<file path="src/rtl/pipe_ctrl_chain.sv">
// pipe_ctrl_chain
//
// Control-signal pipeline that replaces the fixed decode->execute,
// execute->memory and memory->writeback control registers with a single
// chain of STAGES registers. Each stage has a valid bit, its own stall and
// its own flush. Retire and bubble counters observe the last stage.
//
// Ports:
//   clk          rising-edge clock
//   n_rst        asynchronous active-low reset
//   in_valid     decode-stage word is a real instruction
//   in_ctrl      decode-stage control word (WIDTH bits)
//   in_ready     stage 0 accepts this cycle (combinational, ~|stall)
//   stall        per-stage hold request; a stall at stage k also freezes 0..k-1
//   flush        per-stage flush; the value written into stage i becomes a bubble
//   cnt_clr      synchronous clear of both counters (beats increment)
//   stage_valid  registered valid bit per stage
//   stage_ctrl   registered control words, stage i at [i*WIDTH +: WIDTH]
//   retire_cnt   words leaving the last stage, wraps modulo 2^CNT_W
//   bubble_cnt   cycles with the last stage invalid, wraps modulo 2^CNT_W
//
// Legal STAGES range is 1..8.

module pipe_ctrl_chain #(
  parameter int unsigned WIDTH  = 8,
  parameter int unsigned STAGES = 3,
  parameter int unsigned CNT_W  = 32
) (
  input  logic                      clk,
  input  logic                      n_rst,
  input  logic                      in_valid,
  input  logic [WIDTH-1:0]          in_ctrl,
  output logic                      in_ready,
  input  logic [STAGES-1:0]         stall,
  input  logic [STAGES-1:0]         flush,
  input  logic                      cnt_clr,
  output logic [STAGES-1:0]         stage_valid,
  output logic [STAGES*WIDTH-1:0]   stage_ctrl,
  output logic [CNT_W-1:0]          retire_cnt,
  output logic [CNT_W-1:0]          bubble_cnt
);

  localparam int unsigned CtrlW = STAGES * WIDTH;

  logic [STAGES-1:0] valid_q, valid_d;
  logic [CtrlW-1:0]  ctrl_q, ctrl_d;

  // hold[i]: stage i is frozen because it or some downstream stage stalls.
  logic [STAGES-1:0] hold;
  // hold_up[i] = hold[i-1]; bit 0 is always 0, so stage 0 never gets a
  // bubble inserted (and STAGES=1 naturally has no bubble-insertion rule).
  logic [STAGES-1:0] hold_up;
  // Source for each stage: stage i-1 for i>0, the decode word for stage 0.
  logic [STAGES-1:0] src_valid;
  logic [CtrlW-1:0]  src_ctrl;

  logic              retire_ev;
  logic              bubble_ev;
  logic [CNT_W-1:0]  retire_cnt_q, retire_cnt_d;
  logic [CNT_W-1:0]  bubble_cnt_q, bubble_cnt_d;

  always_comb begin
    hold = '0;
    for (int i = 0; i < int'(STAGES); i++) begin
      hold[i] = |(stall >> i);
    end
  end

  assign hold_up   = hold << 1;
  assign src_valid = (valid_q << 1) | STAGES'(in_valid);
  assign src_ctrl  = (ctrl_q << WIDTH) | CtrlW'(in_ctrl);

  // Stage 0 is held exactly when any stage stalls.
  assign in_ready = ~|stall;

  // Per-stage next state, first matching rule wins:
  // flush, hold, bubble behind a held upstream stage, load from source.
  always_comb begin
    valid_d = valid_q;
    ctrl_d  = ctrl_q;
    for (int i = 0; i < int'(STAGES); i++) begin
      if (flush[i]) begin
        valid_d[i]                = 1'b0;
        ctrl_d[i*WIDTH +: WIDTH]  = '0;
      end else if (hold[i]) begin
        valid_d[i]                = valid_q[i];
        ctrl_d[i*WIDTH +: WIDTH]  = ctrl_q[i*WIDTH +: WIDTH];
      end else if (hold_up[i]) begin
        valid_d[i]                = 1'b0;
        ctrl_d[i*WIDTH +: WIDTH]  = '0;
      end else begin
        valid_d[i]                = src_valid[i];
        // Zero the word of an invalid source so bubbles never carry enables.
        ctrl_d[i*WIDTH +: WIDTH]  = src_valid[i] ? src_ctrl[i*WIDTH +: WIDTH] : '0;
      end
    end
  end

  assign retire_ev = valid_q[STAGES-1] & ~stall[STAGES-1] & ~flush[STAGES-1];
  assign bubble_ev = ~valid_q[STAGES-1];

  always_comb begin
    retire_cnt_d = retire_cnt_q;
    bubble_cnt_d = bubble_cnt_q;
    if (cnt_clr) begin
      retire_cnt_d = '0;
      bubble_cnt_d = '0;
    end else begin
      retire_cnt_d = retire_cnt_q + CNT_W'(retire_ev);
      bubble_cnt_d = bubble_cnt_q + CNT_W'(bubble_ev);
    end
  end

  always_ff @(posedge clk or negedge n_rst) begin
    if (!n_rst) begin
      valid_q      <= '0;
      ctrl_q       <= '0;
      retire_cnt_q <= '0;
      bubble_cnt_q <= '0;
    end else begin
      valid_q      <= valid_d;
      ctrl_q       <= ctrl_d;
      retire_cnt_q <= retire_cnt_d;
      bubble_cnt_q <= bubble_cnt_d;
    end
  end

  assign stage_valid = valid_q;
  assign stage_ctrl  = ctrl_q;
  assign retire_cnt  = retire_cnt_q;
  assign bubble_cnt  = bubble_cnt_q;

endmodule

</file>
<file path="config.mk">
export PLATFORM = sky130hd
export DESIGN_NAME = pipe_ctrl_chain
export DESIGN_NICKNAME = d
export VERILOG_FILES = /design/src/rtl/pipe_ctrl_chain.sv
export SDC_FILE = /design/constraint.sdc
export NUM_CORES = 1
export LEC_CHECK = 0
export ABC_CLOCK_PERIOD_IN_PS = 2200
export BUFFER_PORTS_ARGS = -buffer_cell sky130_fd_sc_hd__buf_2
export CORE_MARGIN = 5
export CORE_UTILIZATION = 40
export DETAILED_ROUTE_END_ITERATION = 10
export GPL_TIMING_DRIVEN = 0
export PLACE_DENSITY = 0.66
export SYNTH_ARGS = -nofsm -noshare
export SYNTH_HDL_FRONTEND = slang
export SYNTH_SLANG_ARGS = --single-unit
</file>
<file path="constraint.sdc">
create_clock -name clk -period 2.2 [get_ports clk]
set_input_delay 0.66 -clock clk [delete_from_list [all_inputs] [get_ports clk]]
set_output_delay 0.66 -clock clk [all_outputs]
set_load 0.1 [all_outputs]
</file>
==> flow_summary.yaml, run 1 <==
status:
  status: "finished, violations left"
  violations: "negative setup slack"
clock_network:
  clock_path_buffers: 2
  hold_buffers: 0
  htreeDepth: 3
  clk-insertion-delay-late_ps: 370
  clock_sinks: 91
  numCtsBuffers: 9
  cts_tree: "done"
  root_buffer: "clkbuf_8"
  cts.reportedPaths.clkPinSlew_ps: 100
critical_path:
  cp.arrival_ps: 2620
  rr_startpoint: "stage_valid[2]"
  critPathCaptureType: "register"
  r2r_end: "retire_cnt[17]"
  start_kind: "input port"
  crit_fanout: 5
  critPathKind: "input port to register"
  rr_worst_depth: 8
  worst_ep_required_time_ps: 2500
  rrSetupSlack_ps: -100
routing:
  wl_per_cell_um: 16.4
  first_iter_violations: 204
  wl_mm: 11.1
  dr.pass1.iters: 4
  viasPerCell: 5.48
  ant_nets: 0
  drc: 0
  vias: 3705
timing:
  whs_ps: 268
  clock.fmax_ghz: 0.431
  finalSetupTns_ps: -1280
  period_needed_ps: 2320
  tightestPinTransition_ps: 1010
  setup_violations: 19
  worst_slack_ps: -119
  drv_slew: 0
  max_slew_margin_pct: 32.3
  fin_worst_skew_ps: 13.1
  finalHoldViolCount: 0
  grt_setup_unrepaired: "yes"
  finalCritPeriodShare_pct: 105
final_layout:
  area_delta_synth_final_pct: 31.8
  layout-drive-gt1-share_pct: 42.2
  n_fill_cell: 924
  num_antenna_cells: 0
  layout.nets: 557
die:
  fp.dieH_um: 113
  core_um2: 10300
  io_pins: 110
  rows: 37
  dieArea_um2: 12700
  start_util_pct: 40.9
  dieWidth_um: 113
synthesis:
  async_flop_share_pct: 100
  synth_warnings: 0
  synth_top_flop_cell: "dfrtp_1"
  synth_top_area_share_pct: 53.9
  yosysTopAreaCell: "dfrtp_1"
  avgSynthCellArea_um2: 10.5
  syn-instance-count: 404
  ys_seq_area_share_pct: 53.9
  synthesis.area_um2: 4220
  yosys-top-cells-area: "dfrtp_1, or4_1, a22o_1"
  synth_edf_count: 0
  synth_cell_types: 32
  synth-seq-cells: 91
  synthesis.nets: 426
placement:
  globalplace.congestion: 0.765
  hpwl_mm: 7.51
  numPortBuffers: 109
flow_run:
  cap_violations: 0
pwr:
  vdd_ir_drop_max_mv: 0.278
  p_per_area_nw_per_um2: 532
  p_leak_nw: 2.49
hold_path:
  hp-class: "input port to async pin"
global_route:
  grt.total_usage_pct: 17.2
  grt_pass1_vias: 3657
  grt_antenna_before_repair: 0
  grt-ovfl-total: 0
  grt_first_pass_wirelength_mm: 18.1
  grt_max_degree: 54
## per-stage QoR
stage / power [mW] / setup WS [ps] / instance area [um^2] / utilization, % / std cells
floorplan: 1.83 / -301 / 4350 / - / 404
global placement: 1.90 / -728 / 5060 / 49.0 / 649
detailed placement: 1.91 / -528 / 5090 / 49.3 / 650
CTS: 2.98 / -101 / 5360 / 51.9 / 670
global route: 3.09 / -179 / 5570 / 53.9 / 676
finish: 2.96 / -119 / 5570 / 53.9 / 676
## final cells by class
class | instances | area (um^2) | area share (%)
flip-flops and latches | 91 | 2350 | 42.2
repair buffers | 122 | 719 | 12.9
inverters | 11 | 47.5 | 0.854
multi-input cells | 282 | 1980 | 35.6
clock inverters | 7 | 58.8 | 1.06
plain buffers | 18 | 114 | 2.05
clock buffers | 9 | 124 | 2.23
well taps | 136 | 170 | 3.06
## timing repair
action / 4_1_cts / 5_1_grt
resized for setup: 16 / 25
buffers inserted: 6 / 4
cloned: 0 / 3
pin swaps: 7 / 6
endpoints found under the setup margin: 33 / 37
## flip-flops by register name, indices dropped and copies added (netlist names)
name,flops
bubble_cnt,32
retire_cnt,32
stage_ctrl,24
stage_valid,3
## placed cells by master (no fill, tap or decap), types with 6 or more instances in the layout
master,instances
o31ai_1,21
xor2_1,14
a21oi_1,32
nand2_1,22
or4_4,8
nor2_1,25
o21ai_0,13
a21oi_2,6
buf_2,108
nand3_1,16
clkbuf_8,9
dfrtp_1,46
nand4_1,13
buf_4,10
a22o_1,24
or4_1,21
or3_1,14
inv_1,9
nor2b_1,7
dfrtp_2,39
clkbuf_1,10
dfrtp_4,6
## kinds of logic after synthesis
| logic type | count (synthesis) | share of synthesized area, % |
|---|---|---|
| flip-flops | 91 | 53.9 |
| XOR/XNOR | 19 | 3.94 |
| multiplexers | 3 | 0.800 |
| adder cells (fa/ha/maj) | 4 | 1.19 |
| AO/OA/AOI/OAI | 105 | 16.3 |
| buffers and inverters | 32 | 3.41 |
| AND/OR/NAND/NOR | 150 | 20.4 |
## Yosys cell counts (13+ instances only)
master / number
a22o_1: 24
o21ai_0: 13
xor2_1: 14
nand4_1: 13
a21oi_1: 39
or3_1: 14
nor2_1: 25
o31ai_1: 26
dfrtp_1: 91
nand3_1: 17
nand2_1: 22
or4_1: 28
clkbuf_1: 16
## power by group
part	switching [mW]	internal (mW)	leakage, nW
sequential	0.00785	1.68	1.19
clock	0.654	0.429	0.0921
combinational	0.154	0.0394	1.21
total	0.816	2.15	2.49
## metal layers
| layer | vias to the layer above | share of wire, % | GRT usage (%) |
|---|---|---|---|
| met5 | - | 0 | 0 |
| met4 | 0 | 1.2 | 5.61 |
| met3 | 10 | 6.5 | 4.87 |
| met2 | 99 | 47 | 27.2 |
| met1 | 1815 | 45 | 22.8 |
| li1 | 1781 | - | - |
## worst max-delay path: stages
cell,delay (ps)
buf_2,130
nor3_4,190
ha_2,210
nand2_1,50
or4_4,600
buf_8,160
or4_4,480
a21oi_2,140
## how the worst max path moves through the flow
stage	start	endpoint	slack [ps]	depth (start not counted)
detailed placement	flush[2]	retire_cnt[28]	-530	9
finish	flush[2]	retire_cnt[17]	-120	8
global route	stage_valid[2]	retire_cnt[14]	-180	8
floorplan	flush[2]	retire_cnt[15]	-300	8
global placement	n_rst	bubble_cnt[0]	-730	1
CTS	stage_valid[2]	retire_cnt[15]	-100	8
(Power assumes the default switching activity.)
==> run 2, diff against run 1 <==
ABC_AREA = 1   (was default)
PLACE_DENSITY = default   (was 0.66)
==> run 2 against run 1 <==
Net effect:
- clock power rose by 39%
- power increased by 15%
- the run now ends clean
- synthesized area rose by 11%
- sequential power about the same
- first-iteration DRC count shrank 8.3%
- clock-buffer cell count stayed put
- critical path depth is 3 lower
- setup slack gained 250 ps
- combinational power increased by 16%
- largest cell class unchanged
==> flow_summary.yaml, run 2 <==
status:
  status: "complete, no violations"
routing:
  wl_mm: 12.3
  dr.pass1.iters: 5
  ant_nets: 0
  wl_per_cell_um: 13.9
  viasPerCell: 4.90
  first_iter_violations: 187
  drc: 0
  vias: 4354
timing:
  worst_slack_ps: 127
  grt_setup_unrepaired: "no"
  setup_violations: 0
  fin_worst_skew_ps: 6.36
  tightestPinTransition_ps: 593
  finalCritPeriodShare_pct: 94.2
  clock.fmax_ghz: 0.482
  max_slew_margin_pct: 60.5
  finalHoldViolCount: 0
  drv_slew: 0
  period_needed_ps: 2070
critical_path:
  start_kind: "input port"
  path_buf_inv: 3
  cpMaxStageDelayCell: "buf_6"
  critPathKind: "input port to primary output"
  critPathCaptureType: "primary output"
  path_cells: "buf_2 -> nor2_2 -> inv_1 -> nor2_4 -> buf_6"
  cp.arrival_ps: 1410
  rr_worst_depth: 10
  cp_top_family: "buffers and inverters"
  cpPeakStageDelay_ps: 240
  r2r_end: "bubble_cnt[30]"
  crit_fanout: 3
  rr_startpoint: "stage_valid[2]"
  rrSetupSlack_ps: 380
  worst_ep_required_time_ps: 1540
synthesis:
  synth-seq-cells: 91
  synth_top_area_share_pct: 48.5
  netlist_top_cells_count: "nand2_1, nor2_1, dfrtp_1, inv_1, a21oi_1"
  synth_cell_types: 27
  yosysTopAreaCell: "dfrtp_1"
  synth_edf_count: 0
  synth_warnings: 0
  synth_top_flop_cell: "dfrtp_1"
  synth_most_common_cell: "nand2_1"
  yosys-top-cells-area: "dfrtp_1, nand2_1, nor2_1"
  synthesis.nets: 642
  syn-instance-count: 620
  async_flop_share_pct: 100
  ys_seq_area_share_pct: 48.5
  synthesis.area_um2: 4700
  avgSynthCellArea_um2: 7.58
flow_run:
  cap_violations: 0
clock_network:
  clock_path_buffers: 2
  numCtsBuffers: 9
  cts_tree: "done"
  clock_sinks: 91
  htreeDepth: 3
  root_buffer: "clkbuf_16"
  cts.reportedPaths.clkPinSlew_ps: 70
  clk-insertion-delay-late_ps: 350
die:
  start_util_pct: 41.0
  dieArea_um2: 14000
  io_pins: 110
  rows: 39
  dieWidth_um: 118
  fp.dieH_um: 118
  core_um2: 11500
final_layout:
  layout-drive-gt1-share_pct: 22.7
  n_fill_cell: 1170
  register_area_um2: 2280
  stdcell_count: 888
  num_antenna_cells: 0
  post-route-util_pct: 50.3
  area_delta_synth_final_pct: 22.7
  layout.nets: 762
  multiInputGateArea_um2: 2160
  final_common_cell: "nand2_1"
  mostFrequentLayoutCells: "nand2_1, nor2_1, buf_2, dfrtp_1, inv_1"
placement:
  dp_slack_ps: -402
  numPortBuffers: 108
  globalplace.congestion: 0.868
  place_inst: 872
  hpwl_mm: 9.50
global_route:
  grt_first_pass_wirelength_mm: 20.7
  grt_antenna_before_repair: 0
  grt_max_degree: 71
  grt_pass1_vias: 4215
  grt.total_usage_pct: 17.9
  grt-ovfl-total: 0
hold_path:
  hp-class: "input port to async pin"
pwr:
  p_leak_nw: 2.92
  vdd_ir_drop_max_mv: 0.527
  p_total_mw: 3.41
  p_per_area_nw_per_um2: 592
[run 2: cell count changes after synthesis, moves of 16 or more]
cell     before  now
nand2_1      22  155
o31ai_1      26    0
inv_1        11   64
o22ai_1       0   16
nand3_1      17   39
a22o_1       24    0
or4_1        28    0
nor2_1       25  136
[run 2: final cells by class]
class                      instances  share of cell area, %
sequential                        91                   39.6
buffer                             9                  0.716
multi-input combinational        455                   37.5
clock buffer                       9                   3.91
inverter                          65                   4.23
clock inverter                     7                  0.999
timing repair buffer             109                   10.0
tap                              143                   3.10
[run 2: logic make-up (layout without fill, tap and decap cells)]
| logic type | Yosys count | in the layout | share of synthesized area, % |
|---|---|---|---|
| AND/OR/NAND/NOR | 370 | 370 | 34.7 |
| flip-flops | 91 | 91 | 48.5 |
| AO/OA/AOI/OAI | 76 | 76 | 8.76 |
| buffers and inverters | 74 | 199 | 6.05 |
| XOR/XNOR | 5 | 5 | 0.932 |
| adder cells (fa/ha/maj) | 4 | 4 | 1.07 |
[run 2: timing repair]
item / 4_1_cts / 5_1_grt
setup endpoints to repair: 6 / 14
gates resized for setup: 2 / 6
pin swaps: 0 / 1
buffers inserted: 0 / 0
hold buffers: 0 / 0
[run 2: worst max path at each step]
stage / startpoint / endpoint / slack [ps] / cells after the start
finish: stall[1] / in_ready / 130 / 5
global route: stall[2] / retire_cnt[20] / 1 / 11
CTS: stall[2] / retire_cnt[20] / 7 / 11
detailed placement: stall[2] / retire_cnt[24] / -400 / 11
global placement: n_rst / stage_valid[2] / -630 / 1
floorplan: stall[2] / retire_cnt[20] / 7 / 10
[run 2: where the power goes]
group          switching [mW]  internal, mW  total [mW]  leakage [nW]
sequential            0.00550          1.68        1.69          1.27
combinational           0.174        0.0498       0.224          1.52
clock                   0.715         0.784        1.50         0.135
[run 2: stage by stage]
| step | setup TNS [ps] | instance area [um^2] | hold WS (ps) |
|---|---|---|---|
| 3_5_place_dp | -6210 | 5460 | 500 |
| 2_1_floorplan | 0 | 4710 | 364 |
| 5_1_grt | 0 | 5760 | 229 |
| 3_3_place_gp | -46890 | 5430 | 490 |
| 6_report | 0 | 5760 | 206 |
| 4_1_cts | 0 | 5740 | 209 |
[run 2: layer usage]
metal,track usage (%),part of all wire (%),vias up
met3,5.68,8.5,17
met1,24.2,45,2006
met5,0,0,-
met4,6.45,1.6,0
li1,-,-,2207
met2,27.2,45,124
[run 2: worst register-to-register path, cell delays in order, from the launching register on]
cell and delay [ps]:
dfrtp_2 420, inv_1 110, ha_1 190, ha_1 160, nand2_1 80, nor2_2 150, nand2_1 130, nor2_2 260
nand3_1 110, nand2_1 70, nor2_1 40
